### src/rtl/ifu_fetch_pkg.sv
// rtl/ifu_fetch_pkg.sv - shared defines, widths, state encodings and constants for the fetch unit
`ifndef IFU_DEFINES_SVH
`define IFU_DEFINES_SVH
`define CPU_RESET_ADDR 32'h8000_0000
`define INST_NOP       32'h0000_0013
`define AXI_ADDR_BUS   31:0
`define AXI_DATA_BUS   31:0
`define AXI_RESP_BUS   1:0
`define AXI_RESP_OKAY  2'b00
`define IFU_STATE_BUS  1:0
`define IFU_S_REQ      2'd0
`define IFU_S_RESP     2'd1
`define IFU_S_OUT      2'd2
`endif

package ifu_fetch_pkg;

    typedef logic [`AXI_ADDR_BUS] addr_t;
    typedef logic [`AXI_DATA_BUS] data_t;
    typedef logic [`AXI_RESP_BUS] resp_t;

    localparam addr_t CPU_RESET_ADDR = `CPU_RESET_ADDR;
    localparam data_t INST_NOP       = `INST_NOP;
    localparam resp_t AXI_RESP_OKAY  = `AXI_RESP_OKAY;

    typedef enum logic [`IFU_STATE_BUS] {
        S_REQ  = `IFU_S_REQ,
        S_RESP = `IFU_S_RESP,
        S_OUT  = `IFU_S_OUT
    } ifu_state_t;

endpackage

### src/rtl/ifu_pc_gen.sv
// rtl/ifu_pc_gen.sv - PC register, pending redirect PC, discard flag and next-PC selection

module ifu_pc_gen
    import ifu_fetch_pkg::*;
#(
    parameter addr_t RESET_PC = CPU_RESET_ADDR,
    parameter addr_t PC_STEP  = 32'd4
) (
    input  logic       clk,
    input  logic       rst_n,
    input  ifu_state_t state,
    input  logic       r_done,
    input  logic       d_done,
    input  logic       redirect_valid,
    input  addr_t      redirect_pc,
    output addr_t      pc,
    output logic       drop
);

    addr_t pend_pc;
    logic  discard;

    // A response is dropped if a redirect was seen earlier in this fetch or arrives with the R beat.
    assign drop = r_done && (discard || redirect_valid);

    always_ff @(posedge clk) begin
        if (!rst_n) begin
            pc      <= RESET_PC;
            pend_pc <= RESET_PC;
            discard <= 1'b0;
        end else begin
            case (state)
                S_REQ: begin
                    if (redirect_valid) begin
                        pend_pc <= redirect_pc;
                        discard <= 1'b1;
                    end
                end
                S_RESP: begin
                    if (drop) begin
                        pc      <= redirect_valid ? redirect_pc : pend_pc;
                        discard <= 1'b0;
                    end else if (redirect_valid) begin
                        pend_pc <= redirect_pc;
                        discard <= 1'b1;
                    end
                end
                S_OUT: begin
                    if (redirect_valid) begin
                        pc <= redirect_pc;
                    end else if (d_done) begin
                        pc <= pc + PC_STEP;
                    end
                end
                default: ;
            endcase
        end
    end

endmodule

### src/rtl/ifu_fetch.sv
// rtl/ifu_fetch.sv - instruction fetch unit: single-outstanding AXI-lite read master feeding decode

module ifu_fetch
    import ifu_fetch_pkg::*;
#(
    parameter addr_t RESET_PC = CPU_RESET_ADDR,
    parameter addr_t PC_STEP  = 32'd4
) (
    input  logic                 clk,
    input  logic                 rst_n,
    output logic [`AXI_ADDR_BUS] araddr,
    output logic                 arvalid,
    input  logic                 arready,
    input  logic [`AXI_DATA_BUS] rdata,
    input  logic [`AXI_RESP_BUS] rresp,
    input  logic                 rvalid,
    output logic                 rready,
    output logic                 inst_valid,
    input  logic                 inst_ready,
    output logic [`AXI_DATA_BUS] inst,
    output logic [`AXI_ADDR_BUS] inst_pc,
    output logic                 inst_err,
    input  logic                 redirect_valid,
    input  logic [`AXI_ADDR_BUS] redirect_pc
);

    ifu_state_t state;
    ifu_state_t state_next;
    addr_t      pc;
    logic       drop;
    logic       ar_done;
    logic       r_done;
    logic       d_done;

    assign ar_done = arvalid && arready;
    assign r_done  = rvalid && rready;
    assign d_done  = inst_valid && inst_ready;
    assign araddr  = pc;

    ifu_pc_gen #(
        .RESET_PC (RESET_PC),
        .PC_STEP  (PC_STEP)
    ) u_pc_gen (
        .clk            (clk),
        .rst_n          (rst_n),
        .state          (state),
        .r_done         (r_done),
        .d_done         (d_done),
        .redirect_valid (redirect_valid),
        .redirect_pc    (redirect_pc),
        .pc             (pc),
        .drop           (drop)
    );

    always_ff @(posedge clk) begin
        if (!rst_n) begin
            state <= S_REQ;
        end else begin
            state <= state_next;
        end
    end

    always_comb begin
        state_next = state;
        case (state)
            S_REQ:   if (ar_done) state_next = S_RESP;
            S_RESP:  if (r_done) state_next = drop ? S_REQ : S_OUT;
            S_OUT:   if (d_done || redirect_valid) state_next = S_REQ;
            default: state_next = S_REQ;
        endcase
    end

    // Handshake outputs are held low while reset is asserted.
    always_comb begin
        arvalid    = rst_n && (state == S_REQ);
        rready     = rst_n && (state == S_RESP);
        inst_valid = rst_n && (state == S_OUT);
    end

    always_ff @(posedge clk) begin
        if (!rst_n) begin
            inst     <= INST_NOP;
            inst_pc  <= RESET_PC;
            inst_err <= 1'b0;
        end else if (r_done && !drop) begin
            inst     <= (rresp == AXI_RESP_OKAY) ? rdata : INST_NOP;
            inst_err <= (rresp != AXI_RESP_OKAY);
            inst_pc  <= pc;
        end
    end

endmodule

### config.mk
export PLATFORM = sky130hd
export DESIGN_NAME = ifu_fetch
export DESIGN_NICKNAME = d
export VERILOG_FILES = /design/src/rtl/ifu_fetch_pkg.sv /design/src/rtl/ifu_pc_gen.sv /design/src/rtl/ifu_fetch.sv
export SDC_FILE = /design/constraint.sdc
export NUM_CORES = 1
export LEC_CHECK = 0
export CAP_MARGIN = 20
export CORE_MARGIN = 1
export CORE_UTILIZATION = 29
export DETAILED_ROUTE_END_ITERATION = 10
export PLACE_DENSITY = 0.62
export SLEW_MARGIN = 20
export SYNTH_ARGS = -nofsm -noshare
export SYNTH_HDL_FRONTEND = slang
export SYNTH_SLANG_ARGS = --single-unit
export TNS_END_PERCENT = 5
### constraint.sdc
create_clock -name clk -period 4.1 [get_ports clk]
set_clock_uncertainty 0.05 [all_clocks]
set_input_delay 0.615 -clock clk [delete_from_list [all_inputs] [get_ports clk]]
set_output_delay 0.615 -clock clk [all_outputs]
set_load 0.01 [all_outputs]
; ---- Yosys cells after proc, flatten, opt, wreduce, memory -nomap -nowiden
; Cells that the tools add are included.
[word_totals]
register_bits = 132
in_bits = 72
output_inout_bits = 100
word_cells = 51
[classes]
add_sub_neg = 1
n_eq_ne = 8
mux = 16
n_reduce_logical = 19
[op_table]
columns = operator, n
row1 = $mux 32, 6
row2 = $pmux 32 s2, 2
row3 = $add 32x3->32 const B, 1
row4 = $ne 2x2->1 const B, 5
row5 = $logic_and 1x1->1, 8
row6 = $mux 2, 4
row7 = $pmux 2 s3, 1
row8 = $reduce_and 3->1, 2
row9 = $reduce_bool 2->1, 3
row10 = $logic_not 2->1, 2
row11 = $ne 3x3->1 const B, 1
row12 = $eq 2x1->1 const B, 1
row13 = $eq 2x2->1 const B, 1
row14 = $logic_or 1x1->1, 2
row15 = $mux 1, 2
row16 = $pmux 1 s2, 1
row17 = $reduce_and 2->1, 1
row18 = $logic_not 1->1, 1

; ---- Logic depth before layout (Yosys ltp)
[depth]
ltp_word = 7
mapped_depth = 8
ltp_nobuf = 6

; ---- Cells and area by module
; A second synthesis with hierarchy kept.
[hier_totals]
hier_cells = 778
area_unflattened_um2 = 6299.8
[by_module_without_submodules]
columns = mod, instances, cells_each, area_each_um2, seq_area_each_um2
row1 = ifu_pc_gen, 1, 504, 3592.2, 1301.2
row2 = ifu_fetch, 1, 274, 2707.6, 1341.3

; ---- Worst setup path after synthesis
; OpenSTA, ideal clock, no wires.
[synth_timing]
kind = in2out
from = input rst_n
to = output inst_valid
arrival_ns = 1.494
required_ns = 3.435
slack_ns = 1.941
cell_stages = 4
n_path_buf = 3
path_cell_list = buf_2 clkbuf_1 clkbuf_1 and2_1
[synth_between]
elab_chain_len = 1
[synth_lines]
columns = item, line_no
row1 = from (decl), ifu_fetch.sv:10  ; input logic rst_n,
row2 = $logic_and 1x1->1, ifu_fetch.sv:77  ; inst_valid = rst_n && (state == S_OUT);
row3 = to (decl), ifu_fetch.sv:18  ; output logic inst_valid,
; Every way passes these cells.

; ---- Worst setup path in the final report
[layout_timing]
from = input rvalid
to = register u_pc_gen.pc[26]
[layout_between]
elab_chain_len = 4
[layout_lines]
columns = item, line_no
row1 = from (decl), ifu_fetch.sv:16  ; input logic rvalid,
row2 = $logic_and 1x1->1, ifu_fetch.sv:36  ; assign r_done = rvalid && rready;
row3 = $logic_and 1x1->1, ifu_pc_gen.sv:24  ; assign drop = r_done && (discard || redirect_valid);
row4 = $ne 2x2->1 (no source line), n/a
row5 = $reduce_and 3->1 (no source line), n/a
row6 = to (signal assigned), ifu_pc_gen.sv:41  ; pc <= redirect_valid ? redirect_pc : pend_pc;
row7 = to (signal assigned), ifu_pc_gen.sv:50  ; pc <= redirect_pc;
row8 = to (signal assigned), ifu_pc_gen.sv:52  ; pc <= pc + PC_STEP;
row9 = to (decl), ifu_pc_gen.sv:16  ; output addr_t pc,
; Every way passes these cells.
; A chain may end at the register's enable or synchronous reset.

==> out/results.txt <==
WP data required: 4.34 ns
I/O Buffers: 171
Iteration-0 DRC Markers: 452
RSZ-0062 raised after global routing: false
Post-CTS Resized: 0
Area after DPL: 0.00802 mm^2
Post-Syn Nets: 824
Final period util: 0.629
leading area contributor after synthesis: dfxtp_1
wire per inst: 15.8 um
area of the multi-input gates: 0.00317 mm^2
measured slew at the worst slew-check pin: 1.07 ns
Simple-Gate Fraction of Synth Area: 0.248
top cells by count, synth: nand2_1, dfxtp_1, a21boi_0
Synth Area in Compound Gates: 0.265
vias per inst: 4.94
CTS hold repair buffers: 0
Rel. slew slack: 0.285
Net count, final: 969
DP HPWL: 12900 um
Synth Area in XOR/XNOR: 0.00144
Fmax: 0.388 GHz
number of max-cap violations: 0
diode count: 0
worst min-delay path category: reg2reg
count leader, synth: nand2_1
total CTS buffers: 17
Placer Congestion: 0.759
largest fanout on the critical path: 27
largest net degree at the start of global routing: 102
multiplexer share of the synthesized area: 0.00329
vias in the first global route: 5312
Area growth, synth to finish: 40.7%
Die Area: 0.0216 mm^2
CTS H-tree lvls: 4
Final Power: 3030 uW
Rows: 52
Yosys top cell area share: 0.434
CTS tree: built
Synth async-reset ratio: 0
Static Leakage: 0.00294 uW
Clock Sink Count: 132
Syn Inst Count: 751
dominant cells by area after synthesis: dfxtp_1, nand2_1, a21boi_0, a22oi_1, o21ai_0
utilization after layout: 0.419
Peak VDD IR: 0.208 mV
Register Area: 0.00264 mm^2
Slew Viols, Final: 0
Post-Route WL: 18600 um
Initial Utilization: 0.298
setup bufs post-CTS: 0
Core ar.: 0.0204 mm^2
Post-synth EDFFs: 0
main combinational cell family by area after synthesis: compound AO/OA/AOI/OAI gates
TNS Setup: 0 ns
Netlist Area Pre-Place: 0.00609 mm^2
count of final hold-check violations: 0
top_reg_cell synth: dfxtp_1
remaining global-route overflow: 0
# setup viols final: 0
Power Density: 353 mW/mm^2
register area share after synthesis: 0.434
Via Count: 5817
Seq cells post-synth: 132
CP Launch Type: input pin
initial antenna violation count: 0
Crit. End Element: flip-flop
die height: 147 um
WP data arrival: 2.82 ns
chip width: 147 um
Post-Synth Adder-Cell Area: 0.00205
Post-DRT Antenna Nets: 0
DR pass1 iterations: 5
status: completed
worst hold slack: 0.401 ns
design area: 0.00857 mm^2
first-pass GRT wire length: 29500 um
share of post-route cells with drive strength above 1: 0.0673
root buffer cell: clkbuf_16
mean post-synth cell area: 8.11 um^2
# DRC: 0
Yosys cell types: 66
Synth warnings: 0
clock buffer depth: 2
I/O Pins: 172
Final min period: 2.58 ns
total track usage: 0.175
worst skew pair latency: 0.42 ns
critical path class: in2reg
FILL cells: 2132
Worst-path clk slew: 0.05 ns
[flip-flops by register name, summed over array words and instances, names as in the netlist]
signal,flops
u_pc_gen.pend_pc,32
state,2
inst,32
inst_err,1
u_pc_gen.discard,1
u_pc_gen.pc,32
inst_pc,32
[layer usage]
layer,GRT usage,routed length (um)
met4,0.0644,303
met3,0.0373,883
met1,0.239,9080
met5,0,0
met2,0.270,8370
[power breakdown]
group / internal [uW] / switching (uW) / total (uW)
clock network: 887 / 536 / 1420
registers: 1310 / 26.5 / 1340
logic: 135 / 130 / 265
[path summary, 6_finish.rpt]
kind                               startpoint                            to  slack [ns]  depth (start not counted)
hold / removal       inst_pc[18]$_SDFFE_PN0P_      inst_pc[18]$_SDFFE_PN0P_        0.40                          2
setup / recovery                       rvalid  u_pc_gen.pc[26]$_SDFFE_PN0P_        1.52                          7
hold reg to reg      inst_pc[18]$_SDFFE_PN0P_      inst_pc[18]$_SDFFE_PN0P_        0.40                          2
setup reg to reg  u_pc_gen.pc[2]$_SDFFE_PN0P_  u_pc_gen.pc[16]$_SDFFE_PN0P_        1.70                          7
[per-stage QoR]
step,worst slack (ns),cells
detailed placement,1.15,1147
floorplan,1.94,751
global placement,1.20,1147
CTS,1.57,1177
finish,1.52,1177
global route,1.40,1177
[area by class of cell]
class / instances / share of cell area
flip-flops and latches: 132 / 0.308
repair buffers: 188 / 0.216
multi-input cells: 552 / 0.370
clock buffers: 25 / 0.0578
clock inverters: 5 / 0.00584
inverters: 5 / 0.00219
well taps: 270 / 0.0394
[placed cells by master (no fill, tap or decap), types with 17 or more instances in the layout]
cell and count:
o21ai_0 43, nor2b_1 32, dfxtp_1 132, a21boi_0 63
a22oi_1 29, clkdlybuf4s50_1 170, buf_4 17, nor2_1 25
clkbuf_16 17, a21oi_1 25, nand2_1 183
[kinds of logic after synthesis]
family | Yosys count
and+or+nand+nor | 316
adders and majority gates | 1
xor gates and xnor gates | 1
muxes | 2
buffers and inverters | 67
DFF | 132
AOI/OAI and AO/OA | 232
[worst max-delay path: stages]
cell	delay [ns]
clkdlybuf4s50_1	0.55
nand3b_1	0.24
o22ai_2	0.69
buf_12	0.26
o211ai_1	0.19
o211ai_1	0.16
o211ai_1	0.11
No activity file was read; power rests on OpenSTA's default activity.
